[src/rtl/clkdiv_pkg.sv]
// Shared definitions for the clock-divider controller: FSM states and default sizing.
package clkdiv_pkg;

  localparam int C_CNT_WIDTH   = 8;
  localparam int C_DEFAULT_DIV = 3;

  typedef enum logic [1:0] {
    IDLE     = 2'd0,
    RUN      = 2'd1,
    STOPPING = 2'd2
  } state_t;

endpackage

[src/rtl/clkdiv_counter.sv]
// Half-period counter: counts to i_div, then toggles the registered clock and pulses tick.
// Counter is one bit wider than the divide word so a divide of all-ones never wraps early.
module clkdiv_counter #(
  parameter int CNT_WIDTH = 8
) (
  input  logic                 clk_in,
  input  logic                 rst,
  input  logic                 i_en,
  input  logic [CNT_WIDTH-1:0] i_div,
  output logic                 o_clk_out,
  output logic                 o_tick,
  output logic                 o_tc
);

  logic [CNT_WIDTH:0] r_cnt;
  logic               r_clk_out;
  logic               r_tick;
  logic               w_tc;

  assign w_tc      = i_en && (r_cnt == {1'b0, i_div});
  assign o_tc      = w_tc;
  assign o_clk_out = r_clk_out;
  assign o_tick    = r_tick;

  always_ff @(posedge clk_in or posedge rst) begin
    if (rst) begin
      r_cnt     <= '0;
      r_clk_out <= 1'b0;
      r_tick    <= 1'b0;
    end else if (!i_en) begin
      r_cnt     <= '0;
      r_clk_out <= 1'b0;
      r_tick    <= 1'b0;
    end else if (w_tc) begin
      r_cnt     <= '0;
      r_clk_out <= ~r_clk_out;
      r_tick    <= 1'b1;
    end else begin
      r_cnt     <= r_cnt + (CNT_WIDTH+1)'(1);
      r_tick    <= 1'b0;
    end
  end

endmodule

[src/rtl/clkdiv_ctrl.sv]
// Clock-divider controller: run/stop FSM plus a one-deep pending register for divide updates.
// Divide changes only take effect at a terminal count, so every half-period uses a single value.
module clkdiv_ctrl
  import clkdiv_pkg::*;
#(
  parameter int CNT_WIDTH   = C_CNT_WIDTH,
  parameter int DEFAULT_DIV = C_DEFAULT_DIV
) (
  input  logic                 clk_in,
  input  logic                 rst,
  input  logic                 run,
  input  logic                 cfg_valid,
  input  logic [CNT_WIDTH-1:0] cfg_div,
  output logic                 cfg_ready,
  output logic                 clk_out,
  output logic                 tick,
  output logic                 active,
  output logic [CNT_WIDTH-1:0] cur_div
);

  state_t               r_state;
  state_t               w_state_nxt;
  logic [CNT_WIDTH-1:0] r_cur_div;
  logic [CNT_WIDTH-1:0] r_pend_div;
  logic                 r_pend_vld;
  logic                 w_tc;
  logic                 w_clk_out;
  logic                 w_tick;
  logic                 w_en;
  logic                 w_accept;
  logic                 w_load;

  assign w_en      = (r_state != IDLE);
  assign w_accept  = cfg_valid && !r_pend_vld;
  assign w_load    = r_pend_vld && ((r_state == IDLE) || w_tc);

  assign cfg_ready = ~r_pend_vld;
  assign active    = w_en;
  assign cur_div   = r_cur_div;
  assign clk_out   = w_clk_out;
  assign tick      = w_tick;

  clkdiv_counter #(
    .CNT_WIDTH (CNT_WIDTH)
  ) u_counter (
    .clk_in    (clk_in),
    .rst       (rst),
    .i_en      (w_en),
    .i_div     (r_cur_div),
    .o_clk_out (w_clk_out),
    .o_tick    (w_tick),
    .o_tc      (w_tc)
  );

  always_ff @(posedge clk_in or posedge rst) begin
    if (rst) begin
      r_state <= IDLE;
    end else begin
      r_state <= w_state_nxt;
    end
  end

  // Stopping only ends on the terminal count that brings clk_out low.
  always_comb begin
    w_state_nxt = r_state;
    case (r_state)
      IDLE:     if (run) w_state_nxt = RUN;
      RUN:      if (!run) w_state_nxt = STOPPING;
      STOPPING: begin
        if (run) begin
          w_state_nxt = RUN;
        end else if (w_tc && w_clk_out) begin
          w_state_nxt = IDLE;
        end
      end
      default:  w_state_nxt = IDLE;
    endcase
  end

  always_ff @(posedge clk_in or posedge rst) begin
    if (rst) begin
      r_cur_div  <= CNT_WIDTH'(DEFAULT_DIV);
      r_pend_div <= '0;
      r_pend_vld <= 1'b0;
    end else begin
      if (w_load) begin
        r_cur_div  <= r_pend_div;
        r_pend_vld <= 1'b0;
      end
      if (w_accept) begin
        r_pend_div <= cfg_div;
        r_pend_vld <= 1'b1;
      end
    end
  end

endmodule

[config.mk]
export PLATFORM = sky130hd
export DESIGN_NAME = clkdiv_ctrl
export DESIGN_NICKNAME = d
export VERILOG_FILES = /design/src/rtl/clkdiv_pkg.sv /design/src/rtl/clkdiv_counter.sv /design/src/rtl/clkdiv_ctrl.sv
export SDC_FILE = /design/constraint.sdc
export NUM_CORES = 1
export LEC_CHECK = 0
export CAP_MARGIN = 25
export CORE_AREA = 2 2 64 60
export CTS_BUF_LIST = sky130_fd_sc_hd__clkbuf_4 sky130_fd_sc_hd__clkbuf_8
export DETAILED_ROUTE_END_ITERATION = 10
export DIE_AREA = 0 0 66 62
export DONT_BUFFER_PORTS = 1
export SYNTH_ARGS = -nofsm -noshare
export SYNTH_HDL_FRONTEND = slang
export SYNTH_HIERARCHICAL = 1
export SYNTH_SLANG_ARGS = --single-unit
[constraint.sdc]
create_clock -name clk_in -period 4.5 [get_ports clk_in]
set_input_delay 0.9 -clock clk_in [delete_from_list [all_inputs] [get_ports clk_in]]
set_output_delay 0.9 -clock clk_in [all_outputs]
set_load 0.02 [all_outputs]
=== After elaboration in Yosys (flattened, before gate mapping) ===
Index checks and enable logic that the tools add are counted.

* Flip-flop bits (word level): 30
* Logic and storage cells: 40
* Input port bits: 12

* Reductions and logical operators: 10
* Muxes and demuxes: 13
* Equality and inequality tests: 7
* $add $sub $neg: 1
* Bitwise operators: 2

{| class="wikitable"
|+ Operators by type and width
! operator !! count
|-
| $mux 9 || 2
|-
| $add 9x1->9 const B || 1
|-
| $eq 9x8->1 || 1
|-
| $mux 2 || 4
|-
| $mux 1 || 6
|-
| $ne 2x2->1 const B || 3
|-
| $pmux 2 s3 || 1
|-
| $logic_and 1x1->1 || 4
|-
| $reduce_bool 2->1 || 2
|-
| $ne 3x3->1 const B || 1
|-
| $reduce_and 3->1 || 1
|-
| $eq 2x1->1 const B || 1
|-
| $eq 2x2->1 const B || 1
|-
| $logic_not 2->1 || 1
|-
| $not 1->1 || 2
|-
| $logic_not 1->1 || 1
|-
| $logic_or 1x1->1 || 1
|}

=== Depth between registers and ports, before layout ===
* Word-level depth: 6
* Mapped depth: 7

=== Cells and area by module ===
Netlist, hierarchy kept.

{| class="wikitable"
|+ By module, submodules not included
! module !! cells each !! instances !! area each (um2) !! seq. area each (um2)
|-
| clkdiv_ctrl || 48 || 1 || 740.7 || 478.0
|-
| clkdiv_counter || 57 || 1 || 579.3 || 275.3
|}

=== Worst setup path after synthesis ===
OpenSTA, ideal clock, no wires.

* Kind: reg-to-reg
* Start: reg r_cur_div[0] (netlist: cur_div[0])
* End: reg r_cur_div[2] (netlist: cur_div[2])
* Setup slack: 2.538 ns
* Path buffers: 0
* Arrival time: 1.837 ns
* Cell stages (with the launch flop): 7
* Period minus slack after synthesis: 1.962 ns
* Data required time: 4.375 ns
* Path through: dfstp_2 > xnor2_1 > nand3_1 > nor4_1 > and2_1 > o21ai_4 > mux2_2

* Longest elaborated chain between the ends: 4

{| class="wikitable"
|+ RTL lines
! element !! line !! RTL
|-
| start, declared || clkdiv_ctrl.sv:23 || <nowiki>logic [CNT_WIDTH-1:0] r_cur_div;</nowiki>
|-
| start signal, assigned || clkdiv_ctrl.sv:82 || <nowiki>r_cur_div <= CNT_WIDTH'(DEFAULT_DIV);</nowiki>
|-
| start signal, assigned || clkdiv_ctrl.sv:87 || <nowiki>r_cur_div <= r_pend_div;</nowiki>
|-
| $eq 9x8->1 || clkdiv_counter.sv:20 || <nowiki>assign w_tc = i_en && (r_cnt == {1'b0, i_div});</nowiki>
|-
| $logic_and 1x1->1 || clkdiv_counter.sv:20 ||
|-
| via w_tc || clkdiv_ctrl.sv:26 || <nowiki>logic w_tc;</nowiki>
|-
| $logic_or 1x1->1 || clkdiv_ctrl.sv:35 || <nowiki>assign w_load = r_pend_vld && ((r_state == IDLE) || w_tc);</nowiki>
|-
| $logic_and 1x1->1 || clkdiv_ctrl.sv:35 ||
|}

The timed path passes the listed nets, and every way through them passes these cells.
A chain may end at the register's enable or synchronous reset.

=== Worst setup path in the final report ===
* Start: reg r_cur_div[0] (netlist: cur_div[0])
* End: reg r_cur_div[6] (netlist: cur_div[6])

The elaborated chain is that of the path after synthesis.

==> impl_metrics.xml <==
<?xml version="1.0" encoding="UTF-8"?>
<metrics>
  <group name="status">
    <metric name="run_status" unit="">complete, no violations</metric>
  </group>
  <group name="floorplan">
    <metric name="floorplan.rows" unit="">21</metric>
    <metric name="die-height" unit="µm">62</metric>
    <metric name="initial_cell_density_of_the_core" unit="%">37.49</metric>
    <metric name="die_w" unit="µm">66</metric>
    <metric name="core_area" unit="mm²">0.003521</metric>
    <metric name="die-area" unit="mm²">0.004092</metric>
    <metric name="design.portCount" unit="">24</metric>
  </group>
  <group name="layout">
    <metric name="layout-area-overhead-vs-synth" unit="%">11.19</metric>
    <metric name="fillers" unit="">354</metric>
    <metric name="finish.net_count" unit="">124</metric>
    <metric name="drive_above_1_share" unit="%">25.89</metric>
    <metric name="n_antenna_cell" unit="">0</metric>
  </group>
  <group name="logic_synthesis">
    <metric name="synth_fp_nets" unit="">118</metric>
    <metric name="synth_largest_type_area_fraction" unit="%">53.08</metric>
    <metric name="netlist_top_cells_count" unit="">dfrtp_1, mux2_2, nor2_1</metric>
    <metric name="area_fraction_in_compound_gates_after_synthesis" unit="%">4.834</metric>
    <metric name="count_of_flip_flops_with_a_built_in_enable_after_synthesis" unit="">0</metric>
    <metric name="yosysSeqAreaShare" unit="%">57.06</metric>
    <metric name="synth_simple_gate_area_share" unit="%">10.24</metric>
    <metric name="post_synthesis_cell_area" unit="mm²">0.001320</metric>
    <metric name="synth-seq-cells" unit="">30</metric>
    <metric name="synthCells" unit="">105</metric>
    <metric name="synth_cell_type_count" unit="">24</metric>
    <metric name="synth_fa_ha_area_share" unit="%">0.9479</metric>
    <metric name="synth_xor_area_share" unit="%">9.953</metric>
    <metric name="synth_top_area_cell" unit="">dfrtp_1</metric>
    <metric name="yosys-top-cells-area" unit="">dfrtp_1, mux2_2, xnor2_1</metric>
    <metric name="synth_top_family_by_area" unit="">multiplexers</metric>
    <metric name="most_used_flip_flop_cell_after_synthesis" unit="">dfrtp_1</metric>
    <metric name="synthMostInstantiatedCell" unit="">dfrtp_1</metric>
    <metric name="syn-mean-instance-area" unit="µm²">12.57</metric>
    <metric name="yosys-mux-area-fraction" unit="%">15.17</metric>
    <metric name="share_of_flip_flops_with_an_asynchronous_set_or_reset_after_synthesis" unit="%">100.0</metric>
    <metric name="ys.warnings.count" unit="">6</metric>
  </group>
  <group name="worst_setup_path">
    <metric name="required" unit="ns">4.66</metric>
    <metric name="critical_path.max_stage_delay" unit="ns">0.62</metric>
    <metric name="worstPathMaxFanout" unit="">8</metric>
    <metric name="crit_path_top_delay_cell" unit="">dfstp_2</metric>
    <metric name="rr_worst_depth" unit="">6</metric>
    <metric name="rr_endpoint" unit="">cur_div[6]</metric>
    <metric name="critPathCapture" unit="">cur_div[6]</metric>
    <metric name="cp-start-kind" unit="">flop</metric>
    <metric name="critical_path_arrival" unit="ns">2.27</metric>
    <metric name="crit_path_launch" unit="">cur_div[0]</metric>
    <metric name="timing.setup.critical_path_class" unit="">reg -&gt; reg</metric>
    <metric name="regToRegStartpoint" unit="">cur_div[0]</metric>
    <metric name="setup.worst_path.end_class" unit="">flop</metric>
    <metric name="setup.reg_to_reg.worst_slack" unit="ns">2.39</metric>
    <metric name="critical_path.cell_chain" unit="">xnor2_1 &gt; nand3_1 &gt; nor4_1 &gt; and2_1 &gt; o21ai_4 &gt; mux2_2</metric>
  </group>
  <group name="power_and_ir_drop">
    <metric name="power.sequential.fraction" unit="%">54.3</metric>
    <metric name="p_per_area" unit="mW/mm²">605.6</metric>
    <metric name="power_leakage" unit="nW">0.6196</metric>
    <metric name="sw_frac_of_total" unit="%">33.77</metric>
    <metric name="pwr-share-comb" unit="%">20.7</metric>
    <metric name="switchingPower" unit="mW">0.3001</metric>
    <metric name="clock_power_share" unit="%">25.0</metric>
    <metric name="internal_power" unit="mW">0.5886</metric>
    <metric name="fin_total_pwr" unit="mW">0.8888</metric>
    <metric name="ir_drop" unit="mV">0.2761</metric>
  </group>
  <group name="timing">
    <metric name="hold_viol_final" unit="">0</metric>
    <metric name="unrepaired_setup_endpoints_after_global_routing" unit="">false</metric>
    <metric name="period_share" unit="%">46.90</metric>
    <metric name="clock-skew-final" unit="ns">0.002224</metric>
    <metric name="fin_tns_setup" unit="ns">0</metric>
    <metric name="clock.fmax" unit="MHz">473.8</metric>
    <metric name="tightestPinTransition" unit="ns">0.7239</metric>
    <metric name="setup_viol" unit="">0</metric>
    <metric name="maxSlewViolCount" unit="">0</metric>
    <metric name="max-slew-margin-rel" unit="%">51.64</metric>
    <metric name="period_needed" unit="ns">2.111</metric>
  </group>
  <group name="grt">
    <metric name="grt_start_max_net_pins" unit="">20</metric>
    <metric name="first_global_vias" unit="">781</metric>
    <metric name="overflow" unit="">0</metric>
    <metric name="grt_pass1_wl" unit="µm">3691</metric>
    <metric name="grtUsageTotal" unit="%">12.69</metric>
    <metric name="antenna_found_initial" unit="">0</metric>
  </group>
  <group name="place">
    <metric name="globalplace.congestion" unit="">0.7111</metric>
    <metric name="port-buffer-count" unit="">0</metric>
    <metric name="dpl.hpwl" unit="µm">1684</metric>
  </group>
  <group name="cts">
    <metric name="cts-htree-levels" unit="">2</metric>
    <metric name="tritoncts" unit="">yes</metric>
    <metric name="clk_path_buf_depth" unit="">2</metric>
    <metric name="numCtsBuffers" unit="">5</metric>
    <metric name="post_cts_setup_buffer_count" unit="">0</metric>
    <metric name="ctsRootBufferMaster" unit="">clkbuf_8</metric>
    <metric name="worstSkewPairLatency" unit="ns">0.27</metric>
    <metric name="clock_sink_count" unit="">30</metric>
    <metric name="cts.hold.buffers_added" unit="">0</metric>
    <metric name="post_cts_resize_count" unit="">0</metric>
    <metric name="clkSlewWorstSetupHoldPaths" unit="ns">0.06</metric>
  </group>
  <group name="routing">
    <metric name="final_antenna_net_count" unit="">0</metric>
    <metric name="finalWirelength" unit="µm">2199</metric>
    <metric name="avgViaCountPerCell" unit="">4.804</metric>
    <metric name="drtPass1Iterations" unit="">4</metric>
    <metric name="drcViolationCount" unit="">0</metric>
    <metric name="detailedRoute.firstIterationViolations" unit="">20</metric>
    <metric name="via_total_after_detailed_routing" unit="">759</metric>
    <metric name="avgRoutedWirePerCell" unit="µm">13.92</metric>
  </group>
  <group name="min_path">
    <metric name="timing.hold.worst.class" unit="">in -&gt; async</metric>
  </group>
  <group name="job">
    <metric name="cap_viol_max_count" unit="">0</metric>
  </group>
</metrics>
logic make-up after synthesis:
| group | Yosys count |
|---|---|
| compound gates | 5 |
| flops | 30 |
| buf+inv | 6 |
| simple gates | 30 |
| mux | 18 |
| xor+xnor | 15 |
| fa+ha+maj | 1 |
worst max-delay path, delay by kind of cell (launching register included):
| kind | cells | cell delay [ns] |
|---|---|---|
| AO/OA/AOI/OAI | 1 | 0.14 |
| XOR/XNOR | 1 | 0.14 |
| flip-flops | 1 | 0.62 |
| multiplexers | 1 | 0.29 |
| AND/OR/NAND/NOR | 3 | 0.82 |
through the flow:
step	hold slack, ns	worst slack (ns)	utilization [%]	area, µm²	cells
5_1_grt	0.5193	2.260	41.68	1468	158
6_report	0.5024	2.389	41.68	1468	158
2_1_floorplan	0.4766	2.538	-	1320	105
3_5_place_dp	0.4929	2.383	38.98	1373	150
4_1_cts	0.5064	2.364	41.68	1468	158
3_3_place_gp	0.4954	2.431	38.98	1373	150
registers in the layout, summed over array words and instances, names as in the netlist:
register and flops:
cur_div 8, r_pend_div 8, r_pend_vld 1, r_state 2, u_counter/o_clk_out 1, u_counter/o_tick 1
u_counter/r_cnt 9
power groups by stage:
stage | registers (mW) | clock network [mW] | logic [mW]
5_1_grt | 0.496 | 0.240 | 0.207
3_5_place_dp | 0.493 | 0 | 0.187
6_report | 0.483 | 0.222 | 0.184
2_1_floorplan | 0.462 | 0 | 0.167
4_1_cts | 0.488 | 0.229 | 0.187
3_3_place_gp | 0.490 | 0 | 0.179
placed cells by master (no fill, tap or decap), types with 2 or more instances in the layout:
cell	instances
clkbuf_8	6
inv_1	5
dfrtp_1	28
nand2_1	5
dfstp_2	2
mux2_2	16
nor2_1	13
xnor2_1	12
nand3_1	4
xor2_1	3
nor3_1	2
mux2i_1	2
layer usage:
metal | part of all wire [%] | track usage [%]
met5 | 0 | 0
met4 | 1.9 | 7.872
met3 | 4.4 | 4.505
met2 | 49 | 19.48
met1 | 45 | 15.56
layout make-up:
class	count	area (µm²)	area share (%)
Tap cell	46	57.56	3.922
Inverter	5	18.77	1.279
Clock inverter	1	5.005	0.3410
Clock buffer	7	90.09	6.138
Multi-Input combinational cell	69	543.0	37.00
Sequential cell	30	753.2	51.32
worst min path at each step:
stage | start | endpoint | slack (ns) | cells past startpoint
CTS | rst | u_counter/r_cnt[2] | 0.51 | 1
global placement | r_pend_div[7] | cur_div[7] | 0.50 | 1
finish | rst | u_counter/o_clk_out | 0.50 | 1
floorplan | r_pend_div[2] | cur_div[2] | 0.48 | 1
detailed placement | r_pend_div[7] | r_pend_div[7] | 0.49 | 1
global route | r_pend_div[7] | cur_div[7] | 0.52 | 1
Power figures use the tool's default switching activity.
